## src/rtl/uart_pkg.sv

```systemverilog
// Shared definitions for the UART message transmitter: FSM state encoding,
// common ASCII constants and elaboration-time helper functions.
package uart_pkg;

  typedef enum logic [2:0] {
    ST_IDLE,
    ST_LOAD,
    ST_SHIFT,
    ST_NEXT,
    ST_GAP
  } state_e;

  localparam logic [7:0] ASCII_SPACE = 8'h20;
  localparam logic [7:0] ASCII_CR    = 8'h0D;
  localparam logic [7:0] ASCII_LF    = 8'h0A;

  // Ceiling log2; clog2(1) = 0.
  function automatic int unsigned clog2(input int unsigned value);
    int unsigned res;
    int unsigned pow;
    res = 0;
    pow = 1;
    while (pow < value) begin
      pow = pow << 1;
      res = res + 1;
    end
    return res;
  endfunction

  // Clock cycles per UART bit, rounded to nearest.
  function automatic int unsigned clks_per_bit(input int unsigned clk_hz,
                                               input int unsigned baud);
    return (clk_hz + baud / 2) / baud;
  endfunction

endpackage

```

## src/rtl/uart_tx_shift.sv

```systemverilog
// UART frame serializer: start bit, 8 data bits LSB first, STOP_BITS stop bits,
// each bit held CLK_DIV cycles.
// Ports: clk, rst_n; load/data start a frame; tx is the registered serial line
// (idle high); last_c flags the final cycle of the last stop bit.
module uart_tx_shift
  import uart_pkg::*;
#(
  parameter int unsigned CLK_DIV   = 434,
  parameter int unsigned STOP_BITS = 1
) (
  input  logic       clk,
  input  logic       rst_n,
  input  logic       load,
  input  logic [7:0] data,
  output logic       tx,
  output logic       last_c
);

  localparam int unsigned NBITS = 9 + STOP_BITS;
  localparam int unsigned SW    = NBITS - 1;
  localparam int unsigned BW    = clog2(CLK_DIV);
  localparam int unsigned NW    = clog2(NBITS);

  logic          active_q, active_d;
  logic [BW-1:0] baud_q, baud_d;
  logic [NW-1:0] bit_q, bit_d;
  logic [SW-1:0] sh_q, sh_d;
  logic          tx_q, tx_d;
  logic          bit_end_c;

  // Baud/bit counting; the shift register holds data then stop bits.
  always_comb begin
    active_d  = active_q;
    baud_d    = baud_q;
    bit_d     = bit_q;
    sh_d      = sh_q;
    tx_d      = tx_q;
    bit_end_c = active_q && (baud_q == BW'(CLK_DIV - 1));
    last_c    = bit_end_c && (bit_q == NW'(NBITS - 1));
    if (load) begin
      active_d = 1'b1;
      baud_d   = '0;
      bit_d    = '0;
      sh_d     = {{STOP_BITS{1'b1}}, data};
      tx_d     = 1'b0;
    end else if (active_q) begin
      if (bit_end_c) begin
        baud_d = '0;
        if (last_c) begin
          active_d = 1'b0;
          tx_d     = 1'b1;
        end else begin
          bit_d = bit_q + NW'(1);
          tx_d  = sh_q[0];
          sh_d  = {1'b1, sh_q[SW-1:1]};
        end
      end else begin
        baud_d = baud_q + BW'(1);
      end
    end
  end

  always_ff @(posedge clk or negedge rst_n) begin
    if (!rst_n) begin
      active_q <= 1'b0;
      baud_q   <= '0;
      bit_q    <= '0;
      sh_q     <= '1;
      tx_q     <= 1'b1;
    end else begin
      active_q <= active_d;
      baud_q   <= baud_d;
      bit_q    <= bit_d;
      sh_q     <= sh_d;
      tx_q     <= tx_d;
    end
  end

  assign tx = tx_q;

endmodule

```

## src/rtl/uart_msg_tx.sv

```systemverilog
// Host-loadable UART message sender with single-shot/repeat modes and
// one-entry echo insertion of received bytes between message bytes.
// Ports: SYSCLK/RST_B; START/STOP_REQ/MODE/MSG_LEN control a pass;
// WE/WADDR/WDATA write the message buffer; ECHO_EN/RX_VALID/RX_DATA feed the
// echo slot; UART_TX_O serial line, BUSY, DONE and ECHO_DROP status.
module uart_msg_tx
  import uart_pkg::*;
#(
  parameter int unsigned CLK_DIV    = 434,
  parameter int unsigned MSG_DEPTH  = 16,
  parameter int unsigned STOP_BITS  = 1,
  parameter int unsigned GAP_CYCLES = 1000
) (
  input  logic                      SYSCLK,
  input  logic                      RST_B,
  input  logic                      START,
  input  logic                      STOP_REQ,
  input  logic                      MODE,
  input  logic [clog2(MSG_DEPTH):0] MSG_LEN,
  input  logic                      WE,
  input  logic [clog2(MSG_DEPTH)-1:0] WADDR,
  input  logic [7:0]                WDATA,
  input  logic                      ECHO_EN,
  input  logic                      RX_VALID,
  input  logic [7:0]                RX_DATA,
  output logic                      UART_TX_O,
  output logic                      BUSY,
  output logic                      DONE,
  output logic                      ECHO_DROP
);

  localparam int unsigned AW = clog2(MSG_DEPTH);
  localparam int unsigned LW = AW + 1;
  localparam int unsigned GW = clog2(GAP_CYCLES + 1);

  state_e        state_q, state_d;
  logic [LW-1:0] idx_q, idx_d;
  logic [LW-1:0] len_q, len_d;
  logic          mode_q, mode_d;
  logic          msg_act_q, msg_act_d;     // a message pass (not a lone echo) is running
  logic          sent_echo_q, sent_echo_d; // frame in flight carries an echo byte
  logic          start_pend_q, start_pend_d;
  logic          stop_pend_q, stop_pend_d;
  logic          echo_full_q, echo_full_d;
  logic [7:0]    echo_byte_q, echo_byte_d;
  logic [GW-1:0] gap_q, gap_d;
  logic          busy_q, busy_d;
  logic          done_q, done_d;
  logic          drop_q, drop_d;

  logic          load_c;
  logic [7:0]    load_byte_c;
  logic          echo_take_c;
  logic          echo_rdy_c;
  logic          stop_any_c;
  logic [LW-1:0] idx_inc_c;
  logic          last_c;

  logic [7:0]    msg_mem [MSG_DEPTH];

  // Message buffer, writable at any time; not reset.
  always_ff @(posedge SYSCLK) begin
    if (WE) msg_mem[WADDR] <= WDATA;
  end

  // Next-state, echo slot and status logic.
  always_comb begin
    state_d      = state_q;
    idx_d        = idx_q;
    len_d        = len_q;
    mode_d       = mode_q;
    msg_act_d    = msg_act_q;
    sent_echo_d  = sent_echo_q;
    start_pend_d = start_pend_q;
    gap_d        = gap_q;
    done_d       = 1'b0;
    load_c       = 1'b0;
    load_byte_c  = msg_mem[idx_q[AW-1:0]];
    echo_take_c  = 1'b0;
    echo_rdy_c   = echo_full_q & ECHO_EN;
    stop_any_c   = stop_pend_q | STOP_REQ;
    idx_inc_c    = idx_q + (sent_echo_q ? LW'(0) : LW'(1));

    case (state_q)
      ST_IDLE: begin
        if (START) begin
          mode_d = MODE;
          len_d  = MSG_LEN;
          if (MSG_LEN == '0) begin
            done_d       = 1'b1;
            start_pend_d = 1'b0;
          end else begin
            start_pend_d = 1'b1;
          end
        end
        // A waiting echo goes first; the start request stays held behind it.
        if (echo_rdy_c) begin
          state_d   = ST_LOAD;
          msg_act_d = 1'b0;
        end else if (start_pend_d) begin
          state_d      = ST_LOAD;
          msg_act_d    = 1'b1;
          start_pend_d = 1'b0;
          idx_d        = '0;
        end
      end
      ST_LOAD: begin
        load_c  = 1'b1;
        state_d = ST_SHIFT;
        if (echo_rdy_c) begin
          load_byte_c = echo_byte_q;
          echo_take_c = 1'b1;
          sent_echo_d = 1'b1;
        end else begin
          sent_echo_d = 1'b0;
        end
      end
      ST_SHIFT: begin
        if (last_c) state_d = ST_NEXT;
      end
      ST_NEXT: begin
        if (!msg_act_q) begin
          state_d = ST_IDLE;
        end else begin
          idx_d = idx_inc_c;
          if (idx_inc_c == len_q) begin
            done_d = 1'b1;
            if (mode_q && !stop_any_c) begin
              state_d = ST_GAP;
              gap_d   = '0;
            end else begin
              state_d = ST_IDLE;
            end
          end else begin
            state_d = ST_LOAD;
          end
        end
      end
      ST_GAP: begin
        if (STOP_REQ) begin
          state_d = ST_IDLE;
        end else if (gap_q == GW'(GAP_CYCLES - 1)) begin
          state_d = ST_LOAD;
          idx_d   = '0;
        end else begin
          gap_d = gap_q + GW'(1);
        end
      end
      default: state_d = ST_IDLE;
    endcase

    stop_pend_d = (state_d == ST_IDLE) ? 1'b0 : stop_any_c;

    // A new byte arriving on the consuming cycle refills the slot without loss.
    echo_full_d = echo_full_q & ~echo_take_c;
    echo_byte_d = echo_byte_q;
    drop_d      = 1'b0;
    if (!ECHO_EN) begin
      echo_full_d = 1'b0;
    end else if (RX_VALID) begin
      echo_byte_d = RX_DATA;
      echo_full_d = 1'b1;
      drop_d      = echo_full_q & ~echo_take_c;
    end

    busy_d = (state_d != ST_IDLE);
  end

  always_ff @(posedge SYSCLK or negedge RST_B) begin
    if (!RST_B) begin
      state_q      <= ST_IDLE;
      idx_q        <= '0;
      len_q        <= '0;
      mode_q       <= 1'b0;
      msg_act_q    <= 1'b0;
      sent_echo_q  <= 1'b0;
      start_pend_q <= 1'b0;
      stop_pend_q  <= 1'b0;
      echo_full_q  <= 1'b0;
      echo_byte_q  <= '0;
      gap_q        <= '0;
      busy_q       <= 1'b0;
      done_q       <= 1'b0;
      drop_q       <= 1'b0;
    end else begin
      state_q      <= state_d;
      idx_q        <= idx_d;
      len_q        <= len_d;
      mode_q       <= mode_d;
      msg_act_q    <= msg_act_d;
      sent_echo_q  <= sent_echo_d;
      start_pend_q <= start_pend_d;
      stop_pend_q  <= stop_pend_d;
      echo_full_q  <= echo_full_d;
      echo_byte_q  <= echo_byte_d;
      gap_q        <= gap_d;
      busy_q       <= busy_d;
      done_q       <= done_d;
      drop_q       <= drop_d;
    end
  end

  uart_tx_shift #(
    .CLK_DIV  (CLK_DIV),
    .STOP_BITS(STOP_BITS)
  ) u_shift (
    .clk   (SYSCLK),
    .rst_n (RST_B),
    .load  (load_c),
    .data  (load_byte_c),
    .tx    (UART_TX_O),
    .last_c(last_c)
  );

  assign BUSY      = busy_q;
  assign DONE      = done_q;
  assign ECHO_DROP = drop_q;

endmodule

```

## config.mk

```make
export PLATFORM = sky130hd
export DESIGN_NAME = uart_msg_tx
export DESIGN_NICKNAME = d
export VERILOG_FILES = /design/src/rtl/uart_pkg.sv /design/src/rtl/uart_tx_shift.sv /design/src/rtl/uart_msg_tx.sv
export SDC_FILE = /design/constraint.sdc
export NUM_CORES = 1
export LEC_CHECK = 0
export BUFFER_PORTS_ARGS = -buffer_cell sky130_fd_sc_hd__buf_2
export CAP_MARGIN = 10
export CORE_UTILIZATION = 60
export DETAILED_ROUTE_END_ITERATION = 7
export GPL_TIMING_DRIVEN = 0
export PLACE_DENSITY = 0.89
export SYNTH_ARGS = -nofsm -noshare
export SYNTH_HDL_FRONTEND = slang
export SYNTH_HIERARCHICAL = 1
export SYNTH_SLANG_ARGS = --single-unit
```

## constraint.sdc

```tcl
create_clock -name SYSCLK -period 4.1 [get_ports SYSCLK]
set_input_delay 0.41 -clock SYSCLK [delete_from_list [all_inputs] [get_ports SYSCLK]]
set_output_delay 0.41 -clock SYSCLK [all_outputs]
set_load 0.005 [all_outputs]
```

==> results.ini <==
[grt]
antenna_found_initial = 1
grt_usage_pct = 26.5
grt_start_max_net_pins = 44
gr-total-overflow = 0
grt_pass1_wl_um = 26900
grt_pass1_vias = 5003

[layout]
fillers = 809
nNetsFinal = 615
layout-drive-gt1-share_pct = 27.4
n_antenna_cell = 0
area_delta_synth_final_pct = 13.7

[setup_path]
cp-end-kind = flop
worst_setup_path_start_kind = flop
rr_worst_depth = 7
arrival_ns = 3.24
crit_path_max_fanout = 10
r2r_setup_slack_ns = 1.21
required_ns = 4.45
criticalPathCategory = reg -> reg

[sta]
setup_ws_ns = 1.21
post-route-period-util_pct = 70.6
clock_skew_ns = 0.0109
final_max_slew_viol_count = 0
setup_viol = 0
slew_headroom_pct = 35.0
setup_tns_ns = 0
worst_pin_slew_ns = 0.967
rsz0062_at_grt = false
hold_viol = 0
clock.fmax_mhz = 346
fin_crit_ns = 2.89

[synth]
synth.area.mux_share_pct = 14.6
ys_seq_area_share_pct = 66.4
synthAdderAreaFrac_pct = 1.07
synthCells = 515
syn_nets = 555
yosys.area_share.simple_pct = 9.21
synthTopCellsByArea = edfxtp_1 47%, dfrtp_1 17%, mux4_2 11%
synth.avg_cell_area_um2 = 15.9
synth_common_cells = 128 x edfxtp_1, 54 x dfrtp_1, 46 x nor2_1
synth_top_cell_by_area = edfxtp_1
async_flop_share_pct = 33.0
synth_cell_types = 58
synth_edf_count = 128
synth-main-ff-cell = edfxtp_1
synth_compound_area_share_pct = 5.26
synth_top_family_by_area = multiplexers
yosysMostFrequentCell = edfxtp_1
yosysTopAreaCellShare_pct = 47.0
synth_warnings = 6
netlist_area_um2 = 8180
synth_xor_area_share_pct = 1.93
ys_ff_latch = 191

[cts]
numCtsBuffers = 17
clock-sinks = 191
clk_pin_slew_ns = 0.07
post_cts_buffers = 0
cts_tree = yes
htree_levels = 4
clk_path_buf_depth = 2
clk_latency_ns = 0.45
cts-root-buf = clkbuf_16
cts_resized = 0

[detailed_routing]
vias = 4827
drt_iter0_markers = 534
wl_per_cell_um = 22.4
wl_um = 17200
antenna_left = 0
post-route-drc-count = 0
viasPerCell = 6.32
dr.pass1.iters = 5

[placed_design]
pre_cts_slack_ns = 1.32
post-dp-hpwl_um = 11100
gp_congestion = 0.885
port-buffer-count = 36

[min_path]
holdPathStages = 2
worst_hold_path_type = in -> reg

[power]
irDropWorstVdd_v = 0.000602
leakagePower_uw = 0.00332
powerDensity_nw_per_um2 = 577

[floorplanning]
chipWidth_um = 119
core-area_um2 = 13300
die_y_um = 119
start_util_pct = 61.5
fp.dieArea_um2 = 14100
num_rows = 42
io_pins = 37

[run_status]
status = finished clean

[flow_run]
drv_cap = 0

[layer usage]
metal	up-vias	share of wire, %	track usage [%]
li1	2134	-	-
met1	2446	36	30.2
met2	203	55	46.8
met3	42	5.9	6.42
met4	2	3.0	12.7
met5	-	0.070	0
[final timing paths]
path                                        startpoint                           to
setup / recovery                  idx_q[1]$_DFFE_PN0P_  u_shift/sh_q[7]$_DFFE_PN1P_
hold / removal                              RX_DATA[1]   echo_byte_q[1]$_DFFE_PN0P_
setup reg to reg                  idx_q[1]$_DFFE_PN0P_  u_shift/sh_q[7]$_DFFE_PN1P_
hold reg to reg            u_shift/sh_q[1]$_DFFE_PN1P_  u_shift/sh_q[1]$_DFFE_PN1P_
max in group asynchronous                        RST_B  u_shift/sh_q[6]$_DFFE_PN1P_
min in group asynchronous                        RST_B         gap_q[2]$_DFFE_PN0P_
[cell type report]
| class | count | area [um^2] | share of cell area (%) |
|---|---|---|---|
| Clock buffer | 17 | 425 | 4.57 |
| Clock inverter | 15 | 241 | 2.60 |
| Inverter | 11 | 41.3 | 0.444 |
| Tap cell | 176 | 220 | 2.37 |
| Timing Repair Buffer | 41 | 228 | 2.45 |
| Buffer | 18 | 86.3 | 0.928 |
| Sequential cell | 191 | 5430 | 58.4 |
| Multi-Input combinational cell | 295 | 2630 | 28.2 |
[stage by stage]
| stage | cells | hold WS [ns] | cell area [um^2] | total power [uW] | util [%] |
|---|---|---|---|---|---|
| after floorplan | 515 | 0.114 | 8180 | 3230 | - |
| after CTS | 762 | 0.190 | 9280 | 5380 | 69.8 |
| final | 764 | 0.203 | 9300 | 5370 | 70.0 |
| after detailed placement | 729 | 0.412 | 8610 | 3550 | 64.7 |
| after global placement | 727 | 0.455 | 8580 | 3470 | 64.5 |
| after global routing | 764 | 0.194 | 9300 | 5570 | 70.0 |
[power by group]
group	internal, uW	switching, uW
logic	506	599
registers	2280	146
clock network	1060	778
total	3840	1520
[kinds of logic (layout without fill, tap and decap cells)]
family | after synthesis | count (layout)
compound gates | 64 | 64
xor+xnor | 18 | 18
fa+ha+maj | 7 | 7
buf+inv | 29 | 102
flops | 191 | 191
mux | 66 | 66
simple gates | 140 | 140
[flip-flops by register name, indices dropped and copies added, names as in the netlist, 4 cells and up]
register / count
msg_mem: 128
gap_q: 10
u_shift/baud_q: 9
echo_byte_q: 8
u_shift/sh_q: 8
idx_q: 5
len_q: 5
u_shift/bit_q: 4
[timing repair]
item                                   4_1_cts  5_1_grt
hold buffers                                 1        0
setup endpoints to repair                    0        0
endpoints found under the hold margin       20        0
[critical path, cell delays in order (launching register included)]
cell and delay (ns):
dfrtp_1 0.36, clkbuf_1 0.35, clkbuf_1 0.65, mux4_2 0.47, mux4_1 0.53, mux2_2 0.28
nand2_1 0.06, o21ai_0 0.10
[placed cells by master (no fill, tap or decap), drive strengths merged, types with 4 or more instances in the layout]
master / count
ha: 7
nand2b: 6
nand3: 9
bufinv: 4
a31oi: 5
mux2i: 4
xnor2: 5
o211ai: 4
edfxtp: 128
xor2: 13
o21ai: 16
nor3b: 5
and3: 5
dfstp: 9
mux2: 22
dfrtp: 54
nand2: 21
buf: 46
nor2b: 4
or3: 7
mux4: 40
inv: 19
nor3: 9
nand4: 10
nor2: 46
a21oi: 22
clkbuf: 29
(Power assumes the default switching activity.)
